===== src/rtl/piso_ser.sv =====
// Parallel-in serial-out shifter: accepts a WIDTH-bit word and emits it one bit per clock.
// Optional even-parity trailer bit enabled by defining PISO_SER_PARITY_EN.
module piso_ser #(
  parameter int WIDTH     = 8,
  parameter bit MSB_FIRST = 1'b1,
  parameter bit IDLE_BIT  = 1'b1
) (
  input  logic             clk,
  input  logic             rst,
  input  logic [WIDTH-1:0] din,
  input  logic             din_valid,
  output logic             din_ready,
  output logic             dout,
  output logic             dout_valid,
  output logic             frame_done
);

`ifdef PISO_SER_PARITY_EN
  localparam int FRAME = WIDTH + 1;
`else
  localparam int FRAME = WIDTH;
`endif
  localparam int CW = $clog2(FRAME + 1);
  localparam logic [CW-1:0] LAST_CNT = CW'(FRAME);
  localparam logic [CW-1:0] PEN_CNT  = CW'(FRAME - 1);
`ifdef PISO_SER_PARITY_EN
  localparam logic [CW-1:0] DATA_CNT = CW'(WIDTH);
`endif

  typedef enum logic [1:0] {
    IDLE  = 2'b01,
    SHIFT = 2'b10
  } state_t;

  state_t           state_r;
  logic [WIDTH-1:0] shreg_r;
  logic [CW-1:0]    cnt_r;
`ifdef PISO_SER_PARITY_EN
  logic             parity_r;

  function automatic logic even_parity(input logic [WIDTH-1:0] w);
    return ^w;
  endfunction
`endif

  function automatic logic head_bit(input logic [WIDTH-1:0] w);
    if (MSB_FIRST) begin
      return w[WIDTH-1];
    end else begin
      return w[0];
    end
  endfunction

  // shreg_r always holds the bits still to be sent, next one at the head position
  function automatic logic [WIDTH-1:0] tail_bits(input logic [WIDTH-1:0] w);
    if (MSB_FIRST) begin
      return {w[WIDTH-2:0], 1'b0};
    end else begin
      return {1'b0, w[WIDTH-1:1]};
    end
  endfunction

  // Frame FSM; all outputs are registered and cnt_r counts bits already on dout
  always_ff @(posedge clk) begin
    if (!rst) begin
      state_r    <= IDLE;
      shreg_r    <= '0;
      cnt_r      <= '0;
      din_ready  <= 1'b1;
      dout       <= IDLE_BIT;
      dout_valid <= 1'b0;
      frame_done <= 1'b0;
`ifdef PISO_SER_PARITY_EN
      parity_r   <= 1'b0;
`endif
    end else begin
      case (state_r)
        IDLE, SHIFT: begin
          if (din_valid && din_ready) begin
            state_r    <= SHIFT;
            dout       <= head_bit(din);
            shreg_r    <= tail_bits(din);
            cnt_r      <= CW'(1);
            dout_valid <= 1'b1;
            frame_done <= 1'b0;
            din_ready  <= 1'b0;
`ifdef PISO_SER_PARITY_EN
            parity_r   <= even_parity(din);
`endif
          end else if ((state_r == SHIFT) && (cnt_r < LAST_CNT)) begin
            state_r    <= SHIFT;
`ifdef PISO_SER_PARITY_EN
            dout       <= (cnt_r == DATA_CNT) ? parity_r : head_bit(shreg_r);
`else
            dout       <= head_bit(shreg_r);
`endif
            shreg_r    <= tail_bits(shreg_r);
            cnt_r      <= cnt_r + CW'(1);
            dout_valid <= 1'b1;
            frame_done <= (cnt_r == PEN_CNT);
            din_ready  <= (cnt_r == PEN_CNT);
          end else begin
            state_r    <= IDLE;
            shreg_r    <= '0;
            cnt_r      <= '0;
            din_ready  <= 1'b1;
            dout       <= IDLE_BIT;
            dout_valid <= 1'b0;
            frame_done <= 1'b0;
          end
        end
        default: begin
          state_r    <= IDLE;
          shreg_r    <= '0;
          cnt_r      <= '0;
          din_ready  <= 1'b1;
          dout       <= IDLE_BIT;
          dout_valid <= 1'b0;
          frame_done <= 1'b0;
        end
      endcase
    end
  end

endmodule


===== config.mk =====
export PLATFORM = sky130hd
export DESIGN_NAME = piso_ser
export DESIGN_NICKNAME = d
export VERILOG_FILES = /design/src/rtl/piso_ser.sv
export SDC_FILE = /design/constraint.sdc
export NUM_CORES = 1
export LEC_CHECK = 0
export CORE_AREA = 2 2 39 41
export CTS_BUF_LIST = sky130_fd_sc_hd__clkbuf_2 sky130_fd_sc_hd__clkbuf_4 sky130_fd_sc_hd__clkbuf_8
export CTS_CLUSTER_SIZE = 14
export DETAILED_ROUTE_END_ITERATION = 7
export DIE_AREA = 0 0 41 43
export GPL_ROUTABILITY_DRIVEN = 0
export PLACE_DENSITY = 0.8
export SLEW_MARGIN = 5
export SYNTH_ARGS = -nofsm -noshare
export SYNTH_HDL_FRONTEND = slang
export SYNTH_SLANG_ARGS = --single-unit

===== constraint.sdc =====
create_clock -name clk -period 1.8 [get_ports clk]
set_input_delay 0.36 -clock clk [delete_from_list [all_inputs] [get_ports clk]]
set_output_delay 0.36 -clock clk [all_outputs]
set_load 0.1 [all_outputs]

## Yosys cells after proc, flatten, opt, wreduce, memory -nomap -nowiden

Index checks and enable logic that the tools add are counted.

- Register bits: 18
- Word-level logic and storage cells: 35
- Input port bits: 11
- Output and inout bits: 4

- Magnitude comparators: 1
- $add $sub $neg: 1
- Mux-type cells: 12
- Bitwise logic cells: 3
- Reduce and logical (&&, ||, !) cells: 6
- Eq/ne operators: 3

Operators by type and width:

| kind | number |
|---|---|
| 8-bit 2-to-1 mux | 2 |
| 1-bit 2-to-1 mux | 8 |
| 4-bit by 1-bit adder with 4-bit output, second input constant | 1 |
| 4-bit by 3-bit equality test with 1-bit output, second input constant | 1 |
| 4-bit less-than comparator, second input constant | 1 |
| 2-bit 2-to-1 mux | 2 |
| 4-bit OR reduction | 1 |
| 1-bit inverter | 3 |
| 3-bit OR reduction | 1 |
| 2-bit by 1-bit equality test with 1-bit output, second input constant | 1 |
| 2-bit equality test, second input constant | 1 |
| 1-bit logical AND | 2 |
| 2-bit AND reduction | 1 |
| 2-bit OR reduction | 1 |

## Depth between registers and ports, before layout

Gate-level depths: netlist of the first run.

- Depth in word-level cells: 4
- Depth in mapped cells: 5

## Worst setup path after synthesis of the first run

No wires, ideal clock.

- Path kind: flip-flop to flip-flop
- Start point: reg, netlist name dout_valid
- End point: reg dout
- Required time: 1.678 ns
- Slack: -0.224 ns
- Cell stages (with the launch flop): 4
- Library setup time: 0.122 ns
- Period minus slack after synthesis: 2.024 ns
- Path buffers: 0
- Arrival: 1.902 ns
- Path through: dfxtp_1 > ha_1 > nand4bb_4 > o32a_1

RTL lines:

| what | RTL line | source |
|---|---|---|
| end signal, assigned | 81 | `dout <= head_bit(din);` |
| end signal, assigned | 95 | `dout <= head_bit(shreg_r);` |
| end, declared | 13 | `output logic dout,` |

==> impl_metrics.tcl, run 1 <==
set metrics [dict create \
    start_util_pct 41.4 \
    rr_worst_depth 3 \
    stdcell_count 78 \
    synth_area_leaders "dfxtp_1 (56%), a32o_1 (10%), nand4bb_4 (4.8%)" \
    dp_hpwl_um 749 \
    drive_above_1_share_pct 19.4 \
    drt_iter0_drc 6 \
    grt_overflow 0 \
    synthToLayoutAreaGrowth_pct 38.2 \
    seqCellArea_um2 322 \
    syn_area_um2 573 \
    synthArstFlopShare_pct 0 \
    cp_data_required_time_ns 2.03 \
    holdCritPathClass "reg -> reg" \
    grt_start_max_net_pins 10 \
    report.final.slew_viol_count 0 \
    cts.repair.resized 0 \
    power_frac_seq_pct 50.2 \
    ios 15 \
    detail-route-antenna-nets 0 \
    hold_path_depth 1 \
    grt_first_pass_wirelength_um 1550 \
    diodes 0 \
    postCtsSetupRepairBufs 0 \
    finalCriticalPeriod_ns 1.48 \
    dieArea_um2 1760 \
    syn_area_per_cell_um2 12.5 \
    htreeDepth 1 \
    end_kind "flop" \
    numCtsBuffers 3 \
    synth_edf_count 0 \
    fin_nets 76 \
    clock_power_share_pct 30.3 \
    nFillCells 116 \
    antenna_found_initial 0 \
    die_w_um 41 \
    clk_pin_slew_ns 0.09 \
    hold_violations 0 \
    numPortBuffers 14 \
    grt_usage_pct 14.1 \
    p_per_area_nw_per_um2 977 \
    drv_cap 0 \
    yosysTopAreaCell "dfxtp_1" \
    ys_seq_area_share_pct 55.9 \
    crit_arrival_ns 1.71 \
    place_ws_ns 0.168 \
    relSlewSlack_pct 76.5 \
    clk_latency_ns 0.28 \
    clock_skew_ns 0.00113 \
    root_buffer "clkbuf_4" \
    swShare_pct 26.7 \
    tightestPinTransition_ns 0.352 \
    synth-seq-cells 16 \
    worstSetupPathType "reg -> reg" \
    setup_viol 0 \
    first_global_vias 385 \
    final.setup.tns_ns 0 \
    grt_setup_unrepaired "false" \
    leakagePower_uw 0.000313 \
    die_y_um 43 \
    hold_buffers 0 \
    clock-sinks 16 \
    routedWlPerCell_um 13.4 \
    period_share_pct 82.1 \
    cts.path.max_buffers 2 \
    drcViolationCount 0 \
    worst_slack_ns 0.323 \
    viasPerCell 5.56 \
    vias 434 \
    drt_pre_antenna_iters 4 \
    cts_tree "done" \
    synth.distinct_cells 20 \
    comb_power_share_pct 19.5 \
    mappedNetlistNets 59 \
    yosys_warnings 0 \
    fmaxAchievable_ghz 0.677 \
    cp-start-kind "flop" \
    peakVddDrop_mv 0.461 \
    synth.top_cell.area_share_pct 55.9 \
    core_area_um2 1380 \
    placed_cells 74 \
    status "completed" \
    switchingPower_uw 207 \
    rows 14 \
    synthFlopType "dfxtp_1" \
    multi_input_area_um2 230 \
    p_int_uw 567 \
    synthCells 46 \
    cp_max_fo 9 \
    wl_um 1050 \
]
-- cell usage after synthesis (2+ instances only) --
master and count:
ha_1 2, nor3_1 3, and2_1 2, a32o_1 6, dfxtp_1 16, nand2_1 3
-- worst paths after layout --
path                                  from         end  slack [ns]
worst min-delay path            shreg_r[5]  shreg_r[6]        0.48
worst min register to register  shreg_r[5]  shreg_r[6]        0.48
worst max-delay path            dout_valid    cnt_r[1]        0.32
worst max register to register  dout_valid    cnt_r[1]        0.32
-- registers in the layout (all words and copies together) (netlist names) --
signal	flops
cnt_r	4
frame_done	1
state_r	1
dout_valid	1
dout	1
shreg_r	7
din_ready	1
-- power groups by stage --
stage	registers (uW)	clock network (uW)	logic, uW
2_1_floorplan	439	0	45.7
3_3_place_gp	397	0	148
3_5_place_dp	397	0	150
4_1_cts	389	240	151
5_1_grt	390	252	159
6_report	389	235	151
-- layout make-up --
cell class                      count  area share, %
Tap cell                           16           2.53
Multi-Input combinational cell     27           29.1
Inverter                            1          0.474
Clock buffer                        4           4.58
Timing Repair Buffer               14           22.7
Sequential cell                    16           40.6
-- per-stage QoR --
step | total power (uW) | hold slack [ns] | utilization, % | area (um2)
after CTS | 780 | 0.480 | 57.2 | 792
after global routing | 801 | 0.491 | 57.2 | 792
after global placement | 544 | 0.450 | 54.6 | 756
after floorplan | 485 | 0.446 | - | 574
after detailed placement | 548 | 0.457 | 54.6 | 756
final | 774 | 0.477 | 57.2 | 792
-- logic make-up (layout without fill, tap and decap cells) --
family | count (synthesis) | count (layout) | share of synthesized area, %
DFF | 16 | 16 | 55.9
adders and majority gates | 2 | 2 | 4.37
xor gates and xnor gates | 1 | 1 | 1.53
and+or+nand+nor | 14 | 14 | 19.2
buffers and inverters | 3 | 19 | 3.93
AOI/OAI and AO/OA | 10 | 10 | 15.1
-- per-layer routing --
| metal | track usage (%) | wire length [um] | part of all wire (%) |
|---|---|---|---|
| met4 | 14.0 | 40 | 3.8 |
| met1 | 16.6 | 491 | 47 |
| met5 | 0 | 0 | 0 |
| met3 | 3.14 | 57 | 5.4 |
| met2 | 19.4 | 457 | 44 |
-- critical path, stage by stage, from the launching register on --
cell and delay (ns):
dfxtp_2 0.35, ha_1 0.33, and4bb_1 0.50, and3_2 0.25
-- placed cells by master, fill, tap and decap left out, types with 2 or more instances in the layout --
cell	n
ha_1	2
nand2_1	3
clkbuf_4	3
buf_12	4
and2_1	2
clkdlybuf4s50_1	10
a32o_1	6
nor3_1	3
dfxtp_1	15
No activity file was read; power rests on OpenSTA's default activity.
==> run 2, diff against run 1 <==
- clock period: 1.8 -> 1.55 ns (I/O delays scaled with it)
==> impl_metrics.tcl, run 2 (synthesized netlist as in run 1, its figures left out) <==
set metrics [dict create \
    status "completed" \
    drive_above_1_share_pct 23.4 \
    largest_register_ffs 7 \
    rr_startpoint "dout_valid" \
    stdcell_count 80 \
    hold_path_depth 1 \
    tightestPinTransition_ns 0.226 \
    grt_setup_unrepaired "false" \
    worstSetupPathType "reg -> reg" \
    ios 15 \
    wl_met1_um 416 \
    p_per_area_nw_per_um2 1080 \
    worst_slack_ns 0.145 \
    place_ws_ns -0.0160 \
    hold_violations 0 \
    antenna_found_initial 0 \
    cp_max_fo 9 \
    report.final.slew_viol_count 0 \
    htreeDepth 1 \
    root_buffer "clkbuf_4" \
    fin_area_um2 805 \
    numCtsBuffers 3 \
    first_global_vias 423 \
    setup_viol 0 \
    rr_worst_depth 4 \
    cp_data_required_time_ns 1.73 \
    period_share_pct 90.6 \
    placed_cells 76 \
    grt_start_max_net_pins 10 \
    dp_hpwl_um 772 \
    rows 14 \
    postCtsSetupRepairBufs 0 \
    cts.repair.resized 0 \
    clock_skew_ns 0.00105 \
    detail-route-antenna-nets 0 \
    grt_first_pass_wirelength_um 1740 \
    final_cell_mix "dfxtp_1 (14), clkdlybuf4s50_1 (10), a32o_1 (6), clkbuf_4 (4), buf_12 (4)" \
    finalCriticalPeriod_ns 1.40 \
    reg.largest.list "shreg_r: 7 flops, cnt_r: 4 flops" \
    synthToLayoutAreaGrowth_pct 40.4 \
    fmaxAchievable_ghz 0.712 \
    vias 425 \
    numPortBuffers 14 \
    wl_met2_um 509 \
    clk_latency_ns 0.28 \
    cp-start-kind "flop" \
    routed-wl-met3_um 58 \
    hold_buffers 0 \
    grt_overflow 0 \
    fin_nets 78 \
    dpl-instance-area_um2 774 \
    r2r_setup_slack_ns 0.15 \
    dieArea_um2 1760 \
    final_common_cell "dfxtp_1" \
    r2r-end "shreg_r[6]" \
    diodes 0 \
    routedWlPerCell_um 12.6 \
    cp-startpoint "dout_valid" \
    clk_pin_slew_ns 0.08 \
    hold_start "shreg_r[1]" \
    grt_usage_pct 15.2 \
    cts.path.max_buffers 2 \
    die_y_um 43 \
    end_kind "flop" \
    drt_pre_antenna_iters 4 \
    wl_um 1010 \
    peakVddDrop_mv 0.514 \
    die_w_um 41 \
    min_to "shreg_r[2]" \
    start_util_pct 41.4 \
    viasPerCell 5.31 \
    drt_iter0_drc 6 \
    crit_arrival_ns 1.58 \
    total_power_uw 865 \
    fin_hold_ws_ns 0.476 \
    core_area_um2 1380 \
    leakagePower_uw 0.000320 \
    clock-sinks 16 \
    drv_cap 0 \
    drcViolationCount 0 \
    holdCritPathClass "reg -> reg" \
    top_register "shreg_r" \
    relSlewSlack_pct 84.9 \
    cts_tree "done" \
    top_layer_used "met4" \
]
[run 2: routing by layer]
layer | track usage, % | vias up
met1 | 17.1 | 199
met4 | 10.0 | 0
met3 | 3.14 | 2
li1 | - | 213
met5 | 0 | -
met2 | 24.1 | 11
[run 2: power by group]
group	internal (uW)	total, uW	switching, uW
combinational	80.8	175	93.8
sequential	437	452	15.8
clock	117	239	121
[run 2: layout make-up]
class	count	area, um2
fillers	122	579
flip-flops and latches	16	325
multi-input cells	27	230
repair buffers	16	195
clock buffers	4	30.0
well taps	16	20.0
inverters	1	3.75
[run 2: critical path, cell delays in order, from the launching register on]
cell	delay (ns)
dfxtp_4	0.36
ha_1	0.31
and4bb_1	0.21
buf_4	0.16
a32o_1	0.25
[run 2: how the worst max path moves through the flow]
| stage | to | slack, ns |
|---|---|---|
| global placement | shreg_r[7] | 0.02 |
| floorplan | dout | 0.03 |
| detailed placement | shreg_r[6] | -0.02 |
| finish | shreg_r[6] | 0.15 |
| CTS | shreg_r[6] | 0.13 |
| global route | shreg_r[6] | 0.08 |
[run 2: per-stage QoR]
step                      setup TNS [ns]  util [%]
after floorplan                        0         -
after global placement                 0      56.0
after detailed placement         -0.0160      56.0
after CTS                              0      58.1
after global routing                   0      58.1
final                                  0      58.1
